## src/rtl/uart_rx.sv

```systemverilog
// UART receiver: 8N1 framing, one byte of holding storage with acknowledge,
// framing-error and overrun pulses. CLKS_PER_BIT sets the bit period in clocks.
`timescale 1ns/1ps

module uart_rx #(
    parameter int CLKS_PER_BIT = 868
) (
    input  logic       clk_i,
    input  logic       reset_i,
    input  logic       rx_i,
    input  logic       rd_ack_i,
    output logic [7:0] data_o,
    output logic       data_valid_o,
    output logic       framing_err_o,
    output logic       overrun_o,
    output logic       busy_o
);

    localparam int CNT_W = $clog2(CLKS_PER_BIT);
    localparam logic [CNT_W-1:0] HALF_LAST = CNT_W'(CLKS_PER_BIT / 2 - 1);
    localparam logic [CNT_W-1:0] FULL_LAST = CNT_W'(CLKS_PER_BIT - 1);
    localparam logic [CNT_W-1:0] CNT_ONE   = CNT_W'(1);

    typedef enum logic [1:0] {
        IDLE,
        START,
        DATA,
        STOP
    } state_t;

    state_t           state;
    logic             rx_meta;
    logic             rx_s;
    logic             rx_s_d;
    logic             falling;
    logic [CNT_W-1:0] baud_cnt;
    logic [2:0]       bit_idx;
    logic [7:0]       shift_reg;

    assign falling = rx_s_d & ~rx_s;

    // Bring the asynchronous line into the clock domain and keep a delayed copy for edge detection
    always_ff @(posedge clk_i or posedge reset_i) begin
        if (reset_i) begin
            rx_meta <= 1'b1;
            rx_s    <= 1'b1;
            rx_s_d  <= 1'b1;
        end else begin
            rx_meta <= rx_i;
            rx_s    <= rx_meta;
            rx_s_d  <= rx_s;
        end
    end

    // Frame sequencing, bit sampling and the holding register with its status pulses
    always_ff @(posedge clk_i or posedge reset_i) begin
        if (reset_i) begin
            state         <= IDLE;
            baud_cnt      <= '0;
            bit_idx       <= '0;
            shift_reg     <= '0;
            data_o        <= '0;
            data_valid_o  <= 1'b0;
            framing_err_o <= 1'b0;
            overrun_o     <= 1'b0;
            busy_o        <= 1'b0;
        end else begin
            framing_err_o <= 1'b0;
            overrun_o     <= 1'b0;

            // An acknowledge releases the held byte; a completing frame below may reload it
            if (rd_ack_i && data_valid_o) begin
                data_valid_o <= 1'b0;
            end

            case (state)
                IDLE: begin
                    if (falling) begin
                        state    <= START;
                        baud_cnt <= '0;
                        busy_o   <= 1'b1;
                    end
                end

                START: begin
                    if (baud_cnt == HALF_LAST) begin
                        baud_cnt <= '0;
                        if (!rx_s) begin
                            state   <= DATA;
                            bit_idx <= '0;
                        end else begin
                            state  <= IDLE;
                            busy_o <= 1'b0;
                        end
                    end else begin
                        baud_cnt <= baud_cnt + CNT_ONE;
                    end
                end

                DATA: begin
                    if (baud_cnt == FULL_LAST) begin
                        shift_reg <= {rx_s, shift_reg[7:1]};
                        baud_cnt  <= '0;
                        bit_idx   <= bit_idx + 3'd1;
                        if (bit_idx == 3'd7) begin
                            state <= STOP;
                        end
                    end else begin
                        baud_cnt <= baud_cnt + CNT_ONE;
                    end
                end

                STOP: begin
                    if (baud_cnt == FULL_LAST) begin
                        state    <= IDLE;
                        busy_o   <= 1'b0;
                        baud_cnt <= '0;
                        if (rx_s) begin
                            if (!data_valid_o || rd_ack_i) begin
                                data_o       <= shift_reg;
                                data_valid_o <= 1'b1;
                            end else begin
                                overrun_o <= 1'b1;
                            end
                        end else begin
                            framing_err_o <= 1'b1;
                        end
                    end else begin
                        baud_cnt <= baud_cnt + CNT_ONE;
                    end
                end

                default: begin
                    state  <= IDLE;
                    busy_o <= 1'b0;
                end
            endcase
        end
    end

endmodule

```

## config.mk

```make
export PLATFORM = sky130hd
export DESIGN_NAME = uart_rx
export DESIGN_NICKNAME = d
export VERILOG_FILES = /design/src/rtl/uart_rx.sv
export SDC_FILE = /design/constraint.sdc
export NUM_CORES = 1
export LEC_CHECK = 0
export BUFFER_PORTS_ARGS = -buffer_cell sky130_fd_sc_hd__clkbuf_2
export CAP_MARGIN = 20
export CORE_MARGIN = 3
export CORE_UTILIZATION = 52
export CTS_CLUSTER_DIAMETER = 200
export DETAILED_ROUTE_END_ITERATION = 8
export PLACE_DENSITY_LB_ADDON = 0.08
export SYNTH_ARGS = -nofsm -noshare
export SYNTH_HDL_FRONTEND = slang
export SYNTH_SLANG_ARGS = --single-unit
```

## constraint.sdc

```tcl
create_clock -name clk_i -period 1.8 [get_ports clk_i]
set_input_delay 0.18 -clock clk_i [delete_from_list [all_inputs] [get_ports clk_i]]
set_output_delay 0.18 -clock clk_i [all_outputs]
set_load 0.005 [all_outputs]
```

==> out/qor.csv <==
stage,metric,value,unit
run_status,status,finished clean,
logic_synthesis,synth-xor-area-share,0.9979,%
logic_synthesis,async_flop_share,100.0,%
worst_setup_path,cp_max_fo,8,
die,start_util,56.12,%
timing,fin_skew,7.706,ps
place,hpwl,2565,um
drt,first_pass_iters,4,
logic_synthesis,synth_largest_area_cell,dfrtp_1,
layout,fin_nets,205,
worst_hold_path,min_path_type,in2reg,
logic_synthesis,yosys.area_share.simple,17.25,%
timing,fin_crit,1755,ps
timing,setup_viol,0,
cts,clockBufferDepth,2,
power_and_ir_drop,power_switching,0.0004351,W
cts,cts_tree,yes,
logic_synthesis,syn_avg_cell_area,11.55,um2
layout,final_area,0.002216,mm2
worst_setup_path,crit_path_end_kind,flop,
logic_synthesis,yosys.area.top_type_share,49.89,%
logic_synthesis,yosysUniqueCellTypes,41,
timing,timing.fmax,0.5697,GHz
logic_synthesis,synthCells,152,
drt,drcViolationCount,0,
logic_synthesis,synth_fp_nets,160,
grt,grt_pass1_wl,6492,um
drt,detail_route.wirelength,3760,um
die,dieArea,0.004109,mm2
power_and_ir_drop,p_int,0.001176,W
worst_setup_path,path_cells,"and4bb_2, nand3_2, nor3b_4, buf_12, mux2_4",
timing,rsz0062_at_grt,yes,
cts,cts_root_buf,clkbuf_4,
logic_synthesis,synth_compound_area_share,10.33,%
timing,slew_headroom,69.09,%
logic_synthesis,synth_seq_cells,38,
worst_setup_path,slowest_delay,440,ps
drt,ant_nets,0,
cts,path_clk_slew,110,ps
die,die_w,64.10,um
drt,wl_met2,1732,um
timing,final_hold_viol_count,0,
die,row_count,20,
die,pin_count,16,
worst_setup_path,start_kind,flop,
power_and_ir_drop,pwr-share-comb,16.1,%
power_and_ir_drop,clockPowerShare,26.5,%
grt,antenna_found_initial,0,
drt,dr_wl_met3,211,um
worst_setup_path,worstPathRequired,2040,ps
place,routabilityCongestion,0.9108,
logic_synthesis,synth-edff-count,0,
logic_synthesis,netlist_area,0.001755,mm2
worst_setup_path,arrival,2000,ps
drt,num_vias,1355,
logic_synthesis,synth_area_leaders,"dfrtp_1, mux2_2, dfstp_2, nand2_1, ha_1",
flow_run,max-cap-violations,0,
layout,antenna_cells,0,
power_and_ir_drop,p_leak,1.078,nW
logic_synthesis,yosysSeqAreaShare,54.38,%
grt,first_global_vias,1376,
die,die_y,64.10,um
cts,clock_sinks,38,
place,placed_area,0.002043,mm2
drt,dr.max_layer_used,met4,
timing,slew_violations,0,
die,core,0.003128,mm2
layout,largest_reg_flops,10,
power_and_ir_drop,ir_drop,0.5551,mV
timing,worst_pin_slew,463.6,ps
worst_setup_path,cp_slowest_cell,dfrtp_1,
place,io_buffers,15,
power_and_ir_drop,p_seq_share,57.4,%
logic_synthesis,yosysMostFrequentCell,dfrtp_1,
grt,grt_overflow,0,
power_and_ir_drop,p_sw_share,27.00,%
timing,post-route-period-util,97.51,%
drt,routed_via_density,5.599,
drt,wire_per_inst,15.54,um
worst_setup_path,critPathKind,reg2reg,
logic_synthesis,yosys-mux-area-fraction,11.48,%
logic_synthesis,synth_top_family_by_area,simple AND/OR/NAND/NOR gates,
logic_synthesis,synthTopCellsByCount,"dfrtp_1, mux2_2, nand2_1, o21ai_0, inv_1",
layout,fin_util,70.84,%
cts,clock_latency,350,ps
grt,grt_max_degree,39,
logic_synthesis,synth_fa_ha_area_share,2.851,%
logic_synthesis,ys.flop_type,dfrtp_1,
layout,layout-drive-gt1-share,39.90,%
drt,drt-met1-wl,1757,um
drt,drt_first_iter_violations,126,
grt,grt_usage,20.78,%
cts,cts_buffers,5,
power_and_ir_drop,powerDensity,727.1,mW/mm2
layout,area_growth_syn_to_layout,26.23,%
cts,htree_levels,2,
logic_synthesis,yosysWarnings,0,
[logic make-up (layout without fill, tap and decap cells)]
logic type / Yosys count / count (layout)
AO/OA/AOI/OAI: 28 / 28
XOR/XNOR: 2 / 2
adder cells (fa/ha/maj): 4 / 4
buffers and inverters: 11 / 57
flip-flops: 38 / 38
multiplexers: 18 / 18
AND/OR/NAND/NOR: 51 / 51
[power by group through the flow]
stage	combinational (W)	sequential (W)	clock, W
CTS	0.000250	0.000924	0.000435
detailed placement	0.000211	0.000947	0
finish	0.000260	0.000924	0.000427
global placement	0.000210	0.000943	0
global route	0.000293	0.000932	0.000475
floorplan	0.000127	0.000937	0
[per-stage QoR]
| step | worst slack (ps) | hold WS, ps | cells | total power, W | setup TNS [ps] |
|---|---|---|---|---|---|
| after floorplan | 0.8505 | 184.5 | 152 | 0.001064 | 0 |
| after global placement | 52.38 | 272.2 | 228 | 0.001153 | 0 |
| after detailed placement | -0.3784 | 278.7 | 228 | 0.001157 | -0.3784 |
| after CTS | 4.116 | 126.8 | 240 | 0.001610 | 0 |
| after global routing | -17.66 | 139.6 | 242 | 0.001699 | -109.3 |
| final | 44.78 | 125.4 | 242 | 0.001611 | 0 |
[placed cells by master, fill, tap and decap left out, types with 2 or more instances in the layout]
cell and n:
dfrtp_1 35, buf_4 21, clkbuf_2 15, nand2_1 14, mux2_2 9, inv_1 8, mux2_4 8, o21ai_0 8
nor3_1 6, nand3_1 5, o22ai_1 5, clkbuf_4 5, nor2b_1 4, nor2_1 4, ha_1 3, dfstp_2 3
and4bb_2 2, a22o_1 2, nand2b_1 2, a21oi_1 2, nor4_1 2, clkinv_2 2, dlygate4sd3_1 2, buf_12 2
[critical path: cells and delay by family, from the launching register on]
family | cells | cell delay, ps
and+or+nand+nor | 3 | 730
buffers and inverters | 1 | 170
muxes | 1 | 310
DFF | 1 | 440
[path summary, 6_finish.rpt]
kind | slack (ps) | depth (start not counted) | start | endpoint
hold reg to reg | 360 | 0 | rx_meta | rx_s
min in group asynchronous | 450 | 4 | reset_i | baud_cnt[8]
setup reg to reg | 40 | 5 | baud_cnt[3] | data_o[5]
hold / removal | 130 | 3 | rd_ack_i | overrun_o
max in group asynchronous | 1000 | 4 | reset_i | rx_s_d
setup / recovery | 40 | 5 | baud_cnt[3] | data_o[5]
[cell type report]
cell class / instances / area [um2]
clock inverter: 2 / 10.01
fill: 234 / 912.1
sequential: 38 / 954.7
tap: 44 / 55.05
clock buffer: 6 / 41.29
multi-input combinational: 103 / 820.8
inverter: 8 / 30.03
timing repair buffer: 41 / 304.0
[what timing repair did]
item                       CTS  global route
buffers inserted             2             2
hold endpoints to repair    36             0
cloned                       0             0
resized for setup            2            17
setup endpoints to repair    4            19
hold buffers                 2             0
pin swaps                    1             4
[metal layers]
metal / vias to the layer above / global-route usage (%)
met2: 46 / 32.65
met1: 661 / 27.48
met4: 0 / 7.652
met3: 6 / 5.800
li1: 642 / -
met5: - / 0
(Power assumes the default switching activity.)
